**src/rtl/tdisp_pkg.sv**
```systemverilog
// Shared types and widths for the matrix tile dispatcher.
//   tdisp_inst_t  : GEMM instruction (n, m, p, A/B/C base addresses, traversal order)
//   tdisp_op_t    : one tile operation handed to the matrix-mul core
//   tdisp_state_e : dispatcher FSM states
// The struct widths are fixed here; the top-level parameters default to
// these values and must be kept in step with them.
package tdisp_pkg;

   localparam int TDISP_ROW_SIZE    = 8;
   localparam int TDISP_COLUMN_SIZE = 8;
   localparam int TDISP_DIM_W       = 16;
   localparam int TDISP_ADDR_W      = 17;

   localparam int TDISP_ROW_LOG = $clog2(TDISP_ROW_SIZE);
   localparam int TDISP_COL_LOG = $clog2(TDISP_COLUMN_SIZE);

   // One extra bit so ceil(m/ROW_SIZE) cannot overflow at m = 2^DIM_W-1.
   localparam int TDISP_MT_W = TDISP_DIM_W - TDISP_ROW_LOG + 1;
   localparam int TDISP_PT_W = TDISP_DIM_W - TDISP_COL_LOG + 1;

   // Edge masks must be able to hold the full tile size itself.
   localparam int TDISP_RV_W = TDISP_ROW_LOG + 1;
   localparam int TDISP_CV_W = TDISP_COL_LOG + 1;

   typedef struct packed {
      logic [TDISP_DIM_W-1:0]  n;
      logic [TDISP_DIM_W-1:0]  m;
      logic [TDISP_DIM_W-1:0]  p;
      logic [TDISP_ADDR_W-1:0] a_base;
      logic [TDISP_ADDR_W-1:0] b_base;
      logic [TDISP_ADDR_W-1:0] c_base;
      logic                    col_order;
   } tdisp_inst_t;

   typedef struct packed {
      logic [TDISP_ADDR_W-1:0] a_addr;
      logic [TDISP_ADDR_W-1:0] b_addr;
      logic [TDISP_ADDR_W-1:0] c_addr;
      logic [TDISP_MT_W-1:0]   a_line;
      logic [TDISP_PT_W-1:0]   b_line;
      logic [TDISP_PT_W-1:0]   c_line;
      logic [TDISP_DIM_W-1:0]  n;
      logic [TDISP_RV_W-1:0]   rows_valid;
      logic [TDISP_CV_W-1:0]   cols_valid;
      logic                    first;
      logic                    last;
   } tdisp_op_t;

   typedef enum logic [1:0] {
      ST_IDLE  = 2'd0,
      ST_LOAD  = 2'd1,
      ST_ISSUE = 2'd2,
      ST_FIN   = 2'd3
   } tdisp_state_e;

endpackage

```
**src/rtl/tdisp_tile_counter.sv**
```systemverilog
// Nested i/j tile counter.
//   clk, rst       : clock, asynchronous active-high reset
//   clr            : return both counters to zero
//   adv            : step to the next tile
//   col_order      : 0 = j inner / i outer, 1 = i inner / j outer
//   i_max, j_max   : last index of each dimension
//   i_next, j_next : indices of the tile that follows the current one
//   i_inc, i_wrap  : the step increments / wraps i (same for j); the top
//                    uses these to step its addresses without multipliers
module tdisp_tile_counter #(
   parameter int I_W = 14,
   parameter int J_W = 14
) (
   input  logic           clk,
   input  logic           rst,
   input  logic           clr,
   input  logic           adv,
   input  logic           col_order,
   input  logic [I_W-1:0] i_max,
   input  logic [J_W-1:0] j_max,
   output logic [I_W-1:0] i_next,
   output logic [J_W-1:0] j_next,
   output logic           i_inc,
   output logic           i_wrap,
   output logic           j_inc,
   output logic           j_wrap
);

   localparam logic [I_W-1:0] I_ONE = 1;
   localparam logic [J_W-1:0] J_ONE = 1;

   logic [I_W-1:0] i_reg;
   logic [J_W-1:0] j_reg;

   always_comb begin
      i_inc  = 1'b0;
      i_wrap = 1'b0;
      j_inc  = 1'b0;
      j_wrap = 1'b0;
      if (!col_order) begin
         if (j_reg == j_max) begin
            j_wrap = 1'b1;
            if (i_reg == i_max) i_wrap = 1'b1;
            else                i_inc  = 1'b1;
         end else begin
            j_inc = 1'b1;
         end
      end else begin
         if (i_reg == i_max) begin
            i_wrap = 1'b1;
            if (j_reg == j_max) j_wrap = 1'b1;
            else                j_inc  = 1'b1;
         end else begin
            i_inc = 1'b1;
         end
      end
      i_next = i_wrap ? '0 : (i_inc ? i_reg + I_ONE : i_reg);
      j_next = j_wrap ? '0 : (j_inc ? j_reg + J_ONE : j_reg);
   end

   always_ff @(posedge clk or posedge rst) begin
      if (rst) begin
         i_reg <= '0;
         j_reg <= '0;
      end else if (clr) begin
         i_reg <= '0;
         j_reg <= '0;
      end else if (adv) begin
         i_reg <= i_next;
         j_reg <= j_next;
      end
   end

endmodule

```
**src/rtl/matrix_tile_dispatcher.sv**
```systemverilog
// Matrix tile dispatcher: takes one GEMM instruction and walks the
// ceil(m/ROW_SIZE) x ceil(p/COLUMN_SIZE) tile grid, emitting one tile
// operation per handshake to the matrix-mul core.
//   clk, rst          : clock, asynchronous active-high reset
//   s_inst, s_valid   : instruction in (tdisp_inst_t), s_ready = idle
//   m_op, m_valid     : registered tile op out (tdisp_op_t), m_ready from core
//   done              : one-cycle pulse after the last tile is accepted
//   busy              : dispatcher is not idle
// A setup state sits between the handshake and the first tile so that the
// first tile (masks, last flag) is built from the registered tile counts.
module matrix_tile_dispatcher
   import tdisp_pkg::*;
#(
   parameter int ROW_SIZE    = TDISP_ROW_SIZE,
   parameter int COLUMN_SIZE = TDISP_COLUMN_SIZE,
   parameter int DIM_W       = TDISP_DIM_W,
   parameter int ADDR_W      = TDISP_ADDR_W
) (
   input  logic                          clk,
   input  logic                          rst,
   input  logic [$bits(tdisp_inst_t)-1:0] s_inst,
   input  logic                          s_valid,
   output logic                          s_ready,
   output logic [$bits(tdisp_op_t)-1:0]  m_op,
   output logic                          m_valid,
   input  logic                          m_ready,
   output logic                          done,
   output logic                          busy
);

   localparam int ROW_LOG = $clog2(ROW_SIZE);
   localparam int COL_LOG = $clog2(COLUMN_SIZE);

   localparam logic [ADDR_W-1:0]     ADDR_ONE  = 1;
   localparam logic [TDISP_MT_W-1:0] MT_ONE    = 1;
   localparam logic [TDISP_PT_W-1:0] PT_ONE    = 1;
   localparam logic [TDISP_RV_W-1:0] ROWS_FULL = TDISP_RV_W'(ROW_SIZE);
   localparam logic [TDISP_CV_W-1:0] COLS_FULL = TDISP_CV_W'(COLUMN_SIZE);

   tdisp_inst_t  inst_in;
   tdisp_op_t    op_reg;
   tdisp_state_e state_reg, state_next;

   logic                  m_valid_reg;
   logic [TDISP_MT_W-1:0] mt_reg, mt_calc;
   logic [TDISP_PT_W-1:0] pt_reg, pt_calc;
   logic [DIM_W:0]        m_ext, p_ext;
   logic [ADDR_W-1:0]     a_base_reg, b_base_reg, c_base_reg;
   logic [ADDR_W-1:0]     c_stride_reg, c_row_reg, c_row_next;
   logic [DIM_W-1:0]      n_reg;
   logic                  col_order_reg;
   logic [ROW_LOG-1:0]    row_rem_reg;
   logic [COL_LOG-1:0]    col_rem_reg;
   logic [TDISP_RV_W-1:0] rows_edge;
   logic [TDISP_CV_W-1:0] cols_edge;

   logic                  accept, adv, cnt_clr;
   logic [TDISP_MT_W-1:0] i_max, i_next;
   logic [TDISP_PT_W-1:0] j_max, j_next;
   logic                  i_inc, i_wrap, j_inc, j_wrap;

   assign inst_in = tdisp_inst_t'(s_inst);
   assign m_op    = op_reg;
   assign m_valid = m_valid_reg;

   // Ceiling divide in DIM_W+1 bits so m = 2^DIM_W-1 does not overflow.
   assign m_ext   = {1'b0, inst_in.m} + (DIM_W+1)'(ROW_SIZE - 1);
   assign p_ext   = {1'b0, inst_in.p} + (DIM_W+1)'(COLUMN_SIZE - 1);
   assign mt_calc = TDISP_MT_W'(m_ext >> ROW_LOG);
   assign pt_calc = TDISP_PT_W'(p_ext >> COL_LOG);

   assign i_max = mt_reg - MT_ONE;
   assign j_max = pt_reg - PT_ONE;

   // Masks used on the final row / column of the grid.
   assign rows_edge = (row_rem_reg != '0) ? TDISP_RV_W'(row_rem_reg) : ROWS_FULL;
   assign cols_edge = (col_rem_reg != '0) ? TDISP_CV_W'(col_rem_reg) : COLS_FULL;

   assign accept  = m_valid_reg & m_ready;
   // The last tile is not stepped past; the FSM leaves ISSUE instead.
   assign adv     = accept & ~op_reg.last;
   assign cnt_clr = (state_reg == ST_LOAD);

   tdisp_tile_counter #(
      .I_W (TDISP_MT_W),
      .J_W (TDISP_PT_W)
   ) u_counter (
      .clk       (clk),
      .rst       (rst),
      .clr       (cnt_clr),
      .adv       (adv),
      .col_order (col_order_reg),
      .i_max     (i_max),
      .j_max     (j_max),
      .i_next    (i_next),
      .j_next    (j_next),
      .i_inc     (i_inc),
      .i_wrap    (i_wrap),
      .j_inc     (j_inc),
      .j_wrap    (j_wrap)
   );

   // Base of the C row for the next tile: c_base + i*(P_T*COLUMN_SIZE).
   assign c_row_next = i_wrap ? c_base_reg :
                       (i_inc ? c_row_reg + c_stride_reg : c_row_reg);

   // FSM state register
   always_ff @(posedge clk or posedge rst) begin
      if (rst) state_reg <= ST_IDLE;
      else     state_reg <= state_next;
   end

   // FSM next state and status outputs
   always_comb begin
      state_next = state_reg;
      s_ready    = 1'b0;
      done       = 1'b0;
      busy       = 1'b1;
      case (state_reg)
         ST_IDLE: begin
            s_ready = 1'b1;
            busy    = 1'b0;
            if (s_valid) state_next = ST_LOAD;
         end
         ST_LOAD: begin
            state_next = ((mt_reg != '0) && (pt_reg != '0)) ? ST_ISSUE : ST_FIN;
         end
         ST_ISSUE: begin
            if (accept && op_reg.last) state_next = ST_FIN;
         end
         ST_FIN: begin
            done       = 1'b1;
            state_next = ST_IDLE;
         end
         default: state_next = ST_IDLE;
      endcase
   end

   // Instruction latch, tile op register and address stepping
   always_ff @(posedge clk or posedge rst) begin
      if (rst) begin
         m_valid_reg   <= 1'b0;
         op_reg        <= '0;
         mt_reg        <= '0;
         pt_reg        <= '0;
         a_base_reg    <= '0;
         b_base_reg    <= '0;
         c_base_reg    <= '0;
         c_stride_reg  <= '0;
         c_row_reg     <= '0;
         n_reg         <= '0;
         col_order_reg <= 1'b0;
         row_rem_reg   <= '0;
         col_rem_reg   <= '0;
      end else begin
         m_valid_reg <= (state_next == ST_ISSUE);

         if (state_reg == ST_IDLE && s_valid) begin
            mt_reg        <= mt_calc;
            pt_reg        <= pt_calc;
            a_base_reg    <= inst_in.a_base;
            b_base_reg    <= inst_in.b_base;
            c_base_reg    <= inst_in.c_base;
            c_stride_reg  <= ADDR_W'(pt_calc) << COL_LOG;
            n_reg         <= inst_in.n;
            col_order_reg <= inst_in.col_order;
            row_rem_reg   <= inst_in.m[ROW_LOG-1:0];
            col_rem_reg   <= inst_in.p[COL_LOG-1:0];
         end

         if (state_reg == ST_LOAD) begin
            op_reg.a_addr     <= a_base_reg;
            op_reg.b_addr     <= b_base_reg;
            op_reg.c_addr     <= c_base_reg;
            op_reg.a_line     <= mt_reg;
            op_reg.b_line     <= pt_reg;
            op_reg.c_line     <= pt_reg;
            op_reg.n          <= n_reg;
            op_reg.rows_valid <= (mt_reg == MT_ONE) ? rows_edge : ROWS_FULL;
            op_reg.cols_valid <= (pt_reg == PT_ONE) ? cols_edge : COLS_FULL;
            op_reg.first      <= 1'b1;
            op_reg.last       <= (mt_reg == MT_ONE) && (pt_reg == PT_ONE);
            c_row_reg         <= c_base_reg;
         end else if (adv) begin
            op_reg.a_addr     <= i_wrap ? a_base_reg :
                                 (i_inc ? op_reg.a_addr + ADDR_ONE : op_reg.a_addr);
            op_reg.b_addr     <= j_wrap ? b_base_reg :
                                 (j_inc ? op_reg.b_addr + ADDR_ONE : op_reg.b_addr);
            op_reg.c_addr     <= c_row_next + ADDR_W'(j_next);
            op_reg.rows_valid <= (i_next == i_max) ? rows_edge : ROWS_FULL;
            op_reg.cols_valid <= (j_next == j_max) ? cols_edge : COLS_FULL;
            op_reg.first      <= 1'b0;
            op_reg.last       <= (i_next == i_max) && (j_next == j_max);
            c_row_reg         <= c_row_next;
         end
      end
   end

endmodule

```
**config.mk**
```make
export PLATFORM = sky130hd
export DESIGN_NAME = matrix_tile_dispatcher
export DESIGN_NICKNAME = d
export VERILOG_FILES = /design/src/rtl/tdisp_pkg.sv /design/src/rtl/tdisp_tile_counter.sv /design/src/rtl/matrix_tile_dispatcher.sv
export SDC_FILE = /design/constraint.sdc
export NUM_CORES = 1
export LEC_CHECK = 0
export CELL_PAD_IN_SITES_DETAIL_PLACEMENT = 1
export CELL_PAD_IN_SITES_GLOBAL_PLACEMENT = 1
export CORE_ASPECT_RATIO = 0.6
export CORE_MARGIN = 2
export CORE_UTILIZATION = 40
export CTS_CLUSTER_DIAMETER = 50
export DETAILED_ROUTE_END_ITERATION = 8
export HOLD_SLACK_MARGIN = 0.02
export PLACE_DENSITY_LB_ADDON = 0.1
export SLEW_MARGIN = 20
export SYNTH_ARGS = -nofsm -noshare
export SYNTH_HDL_FRONTEND = slang
export SYNTH_SLANG_ARGS = --single-unit
```
**constraint.sdc**
```tcl
create_clock -name clk -period 14.5 [get_ports clk]
set_input_delay 1.45 -clock clk [delete_from_list [all_inputs] [get_ports clk]]
set_output_delay 1.45 -clock clk [all_outputs]
set_load 0.005 [all_outputs]
```
==> impl_metrics.toml, run 1 <==
[sta]
clock_skew_ps = 13.0
fmax_mhz = 144
period_minus_slack_ps = 6950
hold_violations = 0
finalSetupViolCount = 0
setup-tns-final_ps = 0
rsz0062_at_grt = "no"
period_share_pct = 47.9
maxSlewViolCount = 0
slew_headroom_pct = 12.1
fin_ws_ps = 7550
worst-slew-pin-transition_ps = 1310

[clocking]
postCtsSetupBuffers = 0
ctsResizeCount = 0
clk_latency_ps = 590
clkTransAtPathRegs_ps = 60
root_buffer = "clkbuf_16"
cts_inserted_buffers = 30
htree_levels = 1
cts_buffer_depth = 3
clkSinkCount = 255
cts_tree = "done"
postCtsHoldBufs = 0

[cells_and_area]
largest_reg_flops = 105
design_area_sq_um = 18900
fin_nets = 1952
nFillCells = 4256
drive_above_1_share_pct = 12.8
area_growth_pct = 23.0
antenna_cells = 0

[die]
start_util_pct = 40.6
core_area_sq_um = 37800
fp.dieW_um = 257
boundaryPins = 227
rows = 55
dieHeight_um = 156
dieArea_sq_um = 40000

[detailed_routing]
viasPerCell = 5.70
drt_wl_total_um = 53500
drt_iter0_drc = 1001
post-route-drc-count = 0
wl_per_cell_um = 22.8
drt_pass1_iterations = 7
vias = 13368
final_antenna_net_count = 0

[setup_path]
crit_fanout = 26
arrival_ps = 7410
crit_path_end_kind = "register"
cp.required_ps = 14960
crit_type = "reg2reg"
start_kind = "register"

[logic_synthesis]
synth-xor-area-share_pct = 6.85
synth_fa_ha_area_share_pct = 3.29
yosys_warnings = 0
synth_seq_cells = 255
avgSynthCellArea_sq_um = 9.29
synth.largest_area_cell = "dfrtp_1"
synthesis.nets = 1795
yosysTopAreaCellShare_pct = 41.6
synth_compound_area_share_pct = 15.5
yosys.area_share.simple_pct = 17.5
synth_cell_types = 85
async_reset_ff_share_pct = 100
synth_top_family_by_area = "simple AND/OR/NAND/NOR gates"
seq_area_frac_synth_pct = 41.6
synth_ff_type = "dfrtp_1"
syn_area_sq_um = 15400
synthCells = 1653
synth_edf_count = 0
synthTopCellsByArea = "dfrtp_1 (42%), mux2_2 (9.4%), xnor2_1 (4.1%)"
synthMuxAreaShare_pct = 10.7

[placed_design]
place_congestion = 0.909
place_area_sq_um = 17900
io_buffers = 226
dp_hpwl_um = 39600
place_ws_ps = 7730

[job]
drv_cap = 0

[min_path]
min-delay-path-class = "reg2reg"

[grt]
grt_pass1_wl_um = 83800
first_global_vias = 13631
antenna_found_initial = 0
grt_start_max_net_pins = 128
track_usage_pct = 26.9
grt_overflow = 0

[pwr]
switching_share_pct = 44.3
internal_power_uw = 2620
max-vdd-ir-drop_mv = 0.102
power_frac_seq_pct = 30.2
power.density_nw_per_um2 = 249
p_sw_uw = 2090
p_leak_uw = 0.00772
p_comb_share_pct = 53.5
power.share.clock_pct = 16.2

[run_status]
status = "finished, final reports clean"
-- metrics by stage --
| stage | hold WS, ps | utilization [%] | instances | total power [uW] |
|---|---|---|---|---|
| floorplan | 468 | - | 1653 | 2950 |
| global placement | 472 | 47.4 | 2291 | 3840 |
| detailed placement | 477 | 47.4 | 2291 | 3910 |
| CTS | 491 | 50.0 | 2344 | 4710 |
| global route | 518 | 50.0 | 2344 | 5060 |
| finish | 488 | 50.0 | 2344 | 4710 |
-- cell type report --
type / instances / area [sq um] / share of cell area, %
Timing Repair Buffer: 241 / 2370 / 12.6
Clock inverter: 12 / 155 / 0.821
Inverter: 50 / 195 / 1.03
Sequential cell: 255 / 6380 / 33.8
Tap cell: 513 / 642 / 3.40
Multi-Input combinational cell: 1232 / 8310 / 44.0
Clock buffer: 41 / 832 / 4.40
-- cell usage after synthesis, drive strengths merged, types with 10 or more instances --
cell and count:
xnor2 72, or4 10, o31ai 15, a211oi 27, nor2 155, o22ai 12
a31oi 16, nor2b 14, buf 33, nor4 20, o21ai 132, nand2 139
dfrtp 255, mux2 129, or3 16, nand3 54, mux2i 19, inv 50
a21oi 115, a22oi 10, xor2 43, nand2b 12, nand4 14, ha 37
nor3 39, and3 22, clkbuf 83
-- layer usage --
layer	vias to the layer above	GRT usage, %	part of all wire (%)
met1	6777	42.5	51
met3	51	4.65	6.5
met5	-	0	0
met2	368	38.4	41
met4	0	4.07	1.3
li1	6172	-	-
-- worst paths after layout --
path | start | to | slack, ps | depth (start not counted)
worst max register to register | pt_reg[0] | m_op[83] | 7550 | 23
worst max-delay path | pt_reg[0] | m_op[83] | 7550 | 23
min in group asynchronous | rst | a_base_reg[11] | 1450 | 2
worst min-delay path | m_op[1] | m_op[1] | 490 | 2
max in group asynchronous | rst | m_op[71] | 11500 | 3
worst min register to register | m_op[1] | m_op[1] | 490 | 2
-- worst max-delay path, cell delays in order (launching register included) --
cell      delay, ps
dfrtp_1         490
inv_1           150
ha_1            200
nor3b_1         640
a21oi_1         130
or4_1           560
nor3_1          370
nand4_1         330
o21ai_4         210
buf_4           330
and2_1          820
mux2_2          440
ha_1            240
nand2_1          90
a211oi_1         50
a31oi_1         190
a31oi_1         110
maj3_2          350
o21a_1          280
a221oi_2        310
o31ai_1         120
xnor2_1         140
mux2i_1         170
o21ai_1          80
-- kinds of logic (layout without fill, tap and decap cells) --
kind of cell	Yosys count	count (layout)
AND/OR/NAND/NOR	539	539
AO/OA/AOI/OAI	388	388
flip-flops	255	255
buffers and inverters	166	344
multiplexers	148	148
XOR/XNOR	117	117
adder cells (fa/ha/maj)	40	40
-- power groups by stage --
stage / registers [uW] / logic [uW] / clock network (uW)
2_1_floorplan: 1250 / 1700 / 0
3_3_place_gp: 1410 / 2430 / 0
3_5_place_dp: 1430 / 2490 / 0
4_1_cts: 1420 / 2510 / 783
5_1_grt: 1480 / 2770 / 808
6_report: 1420 / 2520 / 765
-- cell usage in the layout, fill, tap and decap left out, types with 15 or more instances in the layout --
cell type | synthesis | layout
o31ai_1 | 15 | 15
a31oi_1 | 16 | 16
mux2_2 | 128 | 128
nor4_1 | 17 | 17
xor2_1 | 43 | 43
nor2_1 | 153 | 151
mux2i_1 | 19 | 19
nor3_1 | 36 | 36
ha_1 | 37 | 36
a211oi_1 | 26 | 26
clkdlybuf4s50_1 | 0 | 226
xnor2_1 | 72 | 72
nand2_1 | 139 | 138
and3_1 | 22 | 22
dfrtp_1 | 255 | 255
buf_4 | 14 | 15
inv_1 | 49 | 48
o21ai_0 | 122 | 121
clkbuf_16 | 0 | 30
a21oi_1 | 114 | 112
nand3_1 | 54 | 54
No activity file was read; power rests on OpenSTA's default activity.
==> run 2, diff against run 1 <==
Clock period 14.5 ns to 7 ns, I/O delays scaled along.
==> run 2 against run 1 <==
  * Flip-flop and latch count did not move
  * Highest routed layer unchanged
  * Maximum frequency rose by 10%
  * Global-route usage fell by 0.23 points
  * Worst setup slack got worse by 6900 ps
  * Combinational power rose by 110%
  * Sequential share of layout area fell by 0.089 points
  * First-iteration DRC count fell by 0.20%
==> impl_metrics.toml, run 2 (synthesis gave the netlist of run 1 again) <==
[run_status]
status = "finished, final reports clean"

[setup_path]
timing.critical_path.buf_inv = 2
path_cells = "inv_1 > ha_1 > nor3b_1 > a21oi_1 > or4_1 > nor3_1 > nand4_1 > nor2_1 > o21ai_0 > a21oi_1 > inv_1 > ha_1 > o211ai_1 > o21ai_0 > or4_1 > o21ai_1 > o21ai_1 > xor2_1 > o21ai_1"
critPathTopFamily = "simple AND/OR/NAND/NOR gates"
arrival_ps = 6810
crit_path_end_kind = "register"
start_kind = "register"
cp.required_ps = 7490
r2r_start = "pt_reg[0]"
slowest_stage = "nor2_1"
crit_fanout = 13
critPathMaxStageDelay_ps = 810
crit_top_cell = "o21ai_1"
cp-startpoint = "pt_reg[0]"
crit_type = "reg2reg"

[detailed_routing]
drt_iter0_drc = 999
drt_pass1_iterations = 5
vias = 13430
viasPerCell = 5.71
wl_per_cell_um = 22.9
final_antenna_net_count = 0
post-route-drc-count = 0
drt_wl_total_um = 53800

[placed_design]
io_buffers = 226
place_ws_ps = 939
place_congestion = 0.896
dp_hpwl_um = 40100

[clocking]
htree_levels = 1
postCtsSetupBuffers = 0
clkSinkCount = 255
cts_tree = "done"
ctsResizeCount = 0
clk_latency_ps = 580
cts_inserted_buffers = 30
root_buffer = "clkbuf_16"
cts_buffer_depth = 3
postCtsHoldBufs = 0
clkTransAtPathRegs_ps = 70

[sta]
worst-slew-pin-transition_ps = 1090
period_share_pct = 90.2
hold_violations = 0
finalSetupViolCount = 0
worst_hold_slack_ps = 478
setup-tns-final_ps = 0
slew_headroom_pct = 27.2
clock_skew_ps = 14.3
maxSlewViolCount = 0
period_minus_slack_ps = 6310
rsz0062_at_grt = "no"
fmax_mhz = 158
fin_ws_ps = 687

[grt]
grt_overflow = 0
first_global_vias = 13643
grt_pass1_wl_um = 82600
track_usage_pct = 26.6
antenna_found_initial = 1
grt_start_max_net_pins = 126

[die]
dieHeight_um = 156
start_util_pct = 40.6
boundaryPins = 227
core_area_sq_um = 37800
dieArea_sq_um = 40000
fp.dieW_um = 257
rows = 55

[cells_and_area]
layout_commonest_cell = "dfrtp_1"
antenna_cells = 0
final_cell_mix = "dfrtp_1 (255), clkdlybuf4s50_1 (226), nor2_1 (151)"
area_growth_pct = 23.3
nFillCells = 4199
largest_reg_flops = 105
ff_latch_area_sq_um = 6380
multi_input_area_sq_um = 8310
drive_above_1_share_pct = 13.1
fin_nets = 1959

[min_path]
min-delay-path-class = "reg2reg"
hp-start = "m_op[1]"

[pwr]
power.density_nw_per_um2 = 520
p_leak_uw = 0.00775
max-vdd-ir-drop_mv = 0.220

[job]
drv_cap = 0
==> run 2: cell types whose count changed in the layout (fill, tap and decap cells not counted), sizes merged <==
cell,delta
inv,+2
clkbuf,+1
clkinv,-5
clkinvlp,+1
buf,+7
==> run 2: worst paths after layout <==
| path | end | slack (ps) | depth (start not counted) |
|---|---|---|---|
| max reg2reg | m_op[84] | 690 | 19 |
| max in group asynchronous | u_counter.j_reg[5] | 5250 | 3 |
| min in group asynchronous | m_op[63] | 540 | 2 |
| max | m_op[84] | 690 | 19 |
| min reg2reg | m_op[1] | 480 | 2 |
| min | m_op[1] | 480 | 2 |
==> run 2: worst min-delay path: cells and delay by family, from the launching register on <==
family           cells  cell delay [ps]
DFF                  1              340
and+or+nand+nor      2              110
==> run 2: final cells by class <==
type,count,area share [%]
Multi-Input combinational cell,1232,43.9
Sequential cell,255,33.7
Timing Repair Buffer,248,12.9
Clock buffer,42,4.53
Tap cell,513,3.39
Inverter,50,1.01
Clock inverter,10,0.641
==> run 2: power breakdown <==
part	internal, uW	switching [uW]	total [uW]	leakage [uW]
clock	927	668	1590	0.000478
combinational	2390	2920	5310	0.00417
sequential	2140	801	2950	0.00310
total	5460	4390	9850	0.00775
==> run 2: per-stage QoR <==
stage | instances | utilization (%) | total power (uW) | cell area [sq um]
finish | 2350 | 50.1 | 9850 | 18900
detailed placement | 2298 | 47.5 | 8170 | 18000
global placement | 2298 | 47.5 | 7990 | 18000
global route | 2350 | 50.1 | 10500 | 18900
CTS | 2350 | 50.1 | 9820 | 18900
floorplan | 1653 | - | 6110 | 15400
==> run 2: metal layers <==
metal | global-route usage, % | part of all wire [%]
met5 | 0 | 0
met4 | 4.32 | 1.5
met3 | 7.76 | 8.4
met2 | 37.5 | 40
met1 | 40.5 | 50
==> run 3, diff against run 2 <==
Settings changed: GPL_TIMING_DRIVEN set to 0.
==> run 3 against run 2 <==
  * Global-route usage rose by 1.8 points
  * Routed wire length rose by 6.4%
  * Worst hold slack got worse by 120 ps
  * Worst setup slack got worse by 400 ps
  * Clock power fell by 8%
  * Clock skew rose by 2.2 ps
  * Sequential power fell by 5%
  * Die area did not move
==> impl_metrics.toml, run 3 (synthesis gave the netlist of run 1 again) <==
[run_status]
status = "finished, final reports clean"

[clocking]
clkTransAtPathRegs_ps = 70
postCtsHoldBufs = 0
clk_latency_ps = 570
cts_tree = "done"
clkSinkCount = 255
root_buffer = "clkbuf_16"
htree_levels = 1
cts_inserted_buffers = 28
cts_buffer_depth = 3

[die]
boundaryPins = 227
start_util_pct = 40.6
dieHeight_um = 156
dieArea_sq_um = 40000
rows = 55
core_area_sq_um = 37800
fp.dieW_um = 257

[grt]
antenna_found_initial = 0
grt_overflow = 0
first_global_vias = 14377
grt_pass1_wl_um = 87500
grt_start_max_net_pins = 34
track_usage_pct = 28.4

[setup_path]
crit_type = "reg2reg"
critPathMaxStageDelay_ps = 560
start_kind = "register"
crit_fanout = 10
slowest_stage = "dfrtp_1"
arrival_ps = 7220
crit_top_cell = "o21ai_1"
crit_path_end_kind = "register"
path_cells = "inv_1 > ha_1 > or3b_2 > nor3_1 > xnor2_1 > nor2_2 > a2111o_1 > o21ai_4 > clkbuf_2 > clkbuf_1 > a21oi_1 > ha_1 > o211ai_1 > o21ai_0 > or4_1 > o21ai_1 > o21ai_1 > xor2_1 > o21ai_1"
timing.critical_path.buf_inv = 3
critPathTopFamily = "compound AO/OA/AOI/OAI gates"
cp.required_ps = 7500

[job]
drv_cap = 0

[sta]
worst_hold_slack_ps = 358
slew_headroom_pct = 28.0
fmax_mhz = 149
rsz0062_at_grt = "no"
period_share_pct = 96.0
maxSlewViolCount = 0
hold_violations = 0
finalSetupViolCount = 0
clock_skew_ps = 16.6
worst-slew-pin-transition_ps = 1080
period_minus_slack_ps = 6720

[detailed_routing]
drt_pass1_iterations = 5
drt_wl_total_um = 57200
vias = 13903
wl_per_cell_um = 23.4
viasPerCell = 5.67
final_antenna_net_count = 0
drt_iter0_drc = 1039
post-route-drc-count = 0

[pwr]
power.density_nw_per_um2 = 513
max-vdd-ir-drop_mv = 0.206
p_leak_uw = 0.00792
total_power_uw = 9930

[cells_and_area]
antenna_cells = 0
final_cell_mix = "dfrtp_1 (254), clkdlybuf4s50_1 (226), nor2_1 (153)"
nFillCells = 4332
drive_above_1_share_pct = 12.9
fin_nets = 2059
layout_commonest_cell = "dfrtp_1"
largest_reg_flops = 105
utilization_pct = 51.2
ff_latch_area_sq_um = 6380
area_growth_pct = 26.0
multi_input_area_sq_um = 8270

[min_path]
min-delay-path-class = "in2async"

[placed_design]
io_buffers = 226
dp_hpwl_um = 44600
place_congestion = 0.944
## run 3: cell types whose count changed in the layout (fill, tap and decap cells not counted), moves of 3 or more
cell | previous run | this run
buf_1 | 0 | 9
buf_12 | 1 | 9
buf_2 | 0 | 6
buf_4 | 21 | 16
buf_6 | 0 | 3
clkbuf_1 | 7 | 84
clkbuf_16 | 31 | 28
clkbuf_8 | 4 | 7
clkinv_2 | 2 | 6
inv_6 | 5 | 1
## run 3: final cells by class
cell class | instances | share of cell area (%)
Multi-Input combinational cell | 1232 | 42.8
Sequential cell | 255 | 33.0
Timing Repair Buffer | 237 | 12.7
Clock buffer | 41 | 4.23
Tap cell | 513 | 3.32
Buffer | 113 | 2.65
Inverter | 50 | 0.989
Clock inverter | 10 | 0.381
## run 3: metal layers
layer  wire, um  vias to the layer above  global-route usage (%)  share of wire (%)
met4        946                        0                    5.32                1.7
met1      27900                     7066                    42.3                 49
met2      23200                      403                    40.0                 41
met3       5120                       54                    9.13                8.9
li1           -                     6380                       -                  -
met5          0                        -                       0                  0
## run 3: power by group
part	internal, uW	switching (uW)
logic	2470	3200
clock network	814	646
registers	2150	652
## run 3: final timing paths
check                           startpoint            end  slack, ps  depth (start not counted)
min in group clk                   m_op[1]        m_op[1]        480                          2
worst max-delay path             pt_reg[0]       m_op[84]        280                         19
max in group asynchronous              rst  c_base_reg[9]       5790                          5
worst max register to register   pt_reg[0]       m_op[84]        280                         19
worst min register to register     m_op[1]        m_op[1]        480                          2
worst min-delay path                   rst       m_op[66]        360                          2
## run 3: through the flow
step / instance area [sq um] / cells / worst slack (ps) / setup TNS [ps]
final: 19400 / 2451 / 283 / 0
after CTS: 19400 / 2453 / 87.1 / 0
after detailed placement: 18400 / 2401 / -463 / -1250
after global routing: 19400 / 2451 / 6.96 / 0
after floorplan: 15400 / 1653 / 1400 / 0
after global placement: 18300 / 2392 / -400 / -1030
## run 3: timing repair
action                     CTS  global route
pin swaps                    2             0
setup buffers                2             0
setup endpoints to repair    7             7
cloned                       0             0
resized for setup            2             3
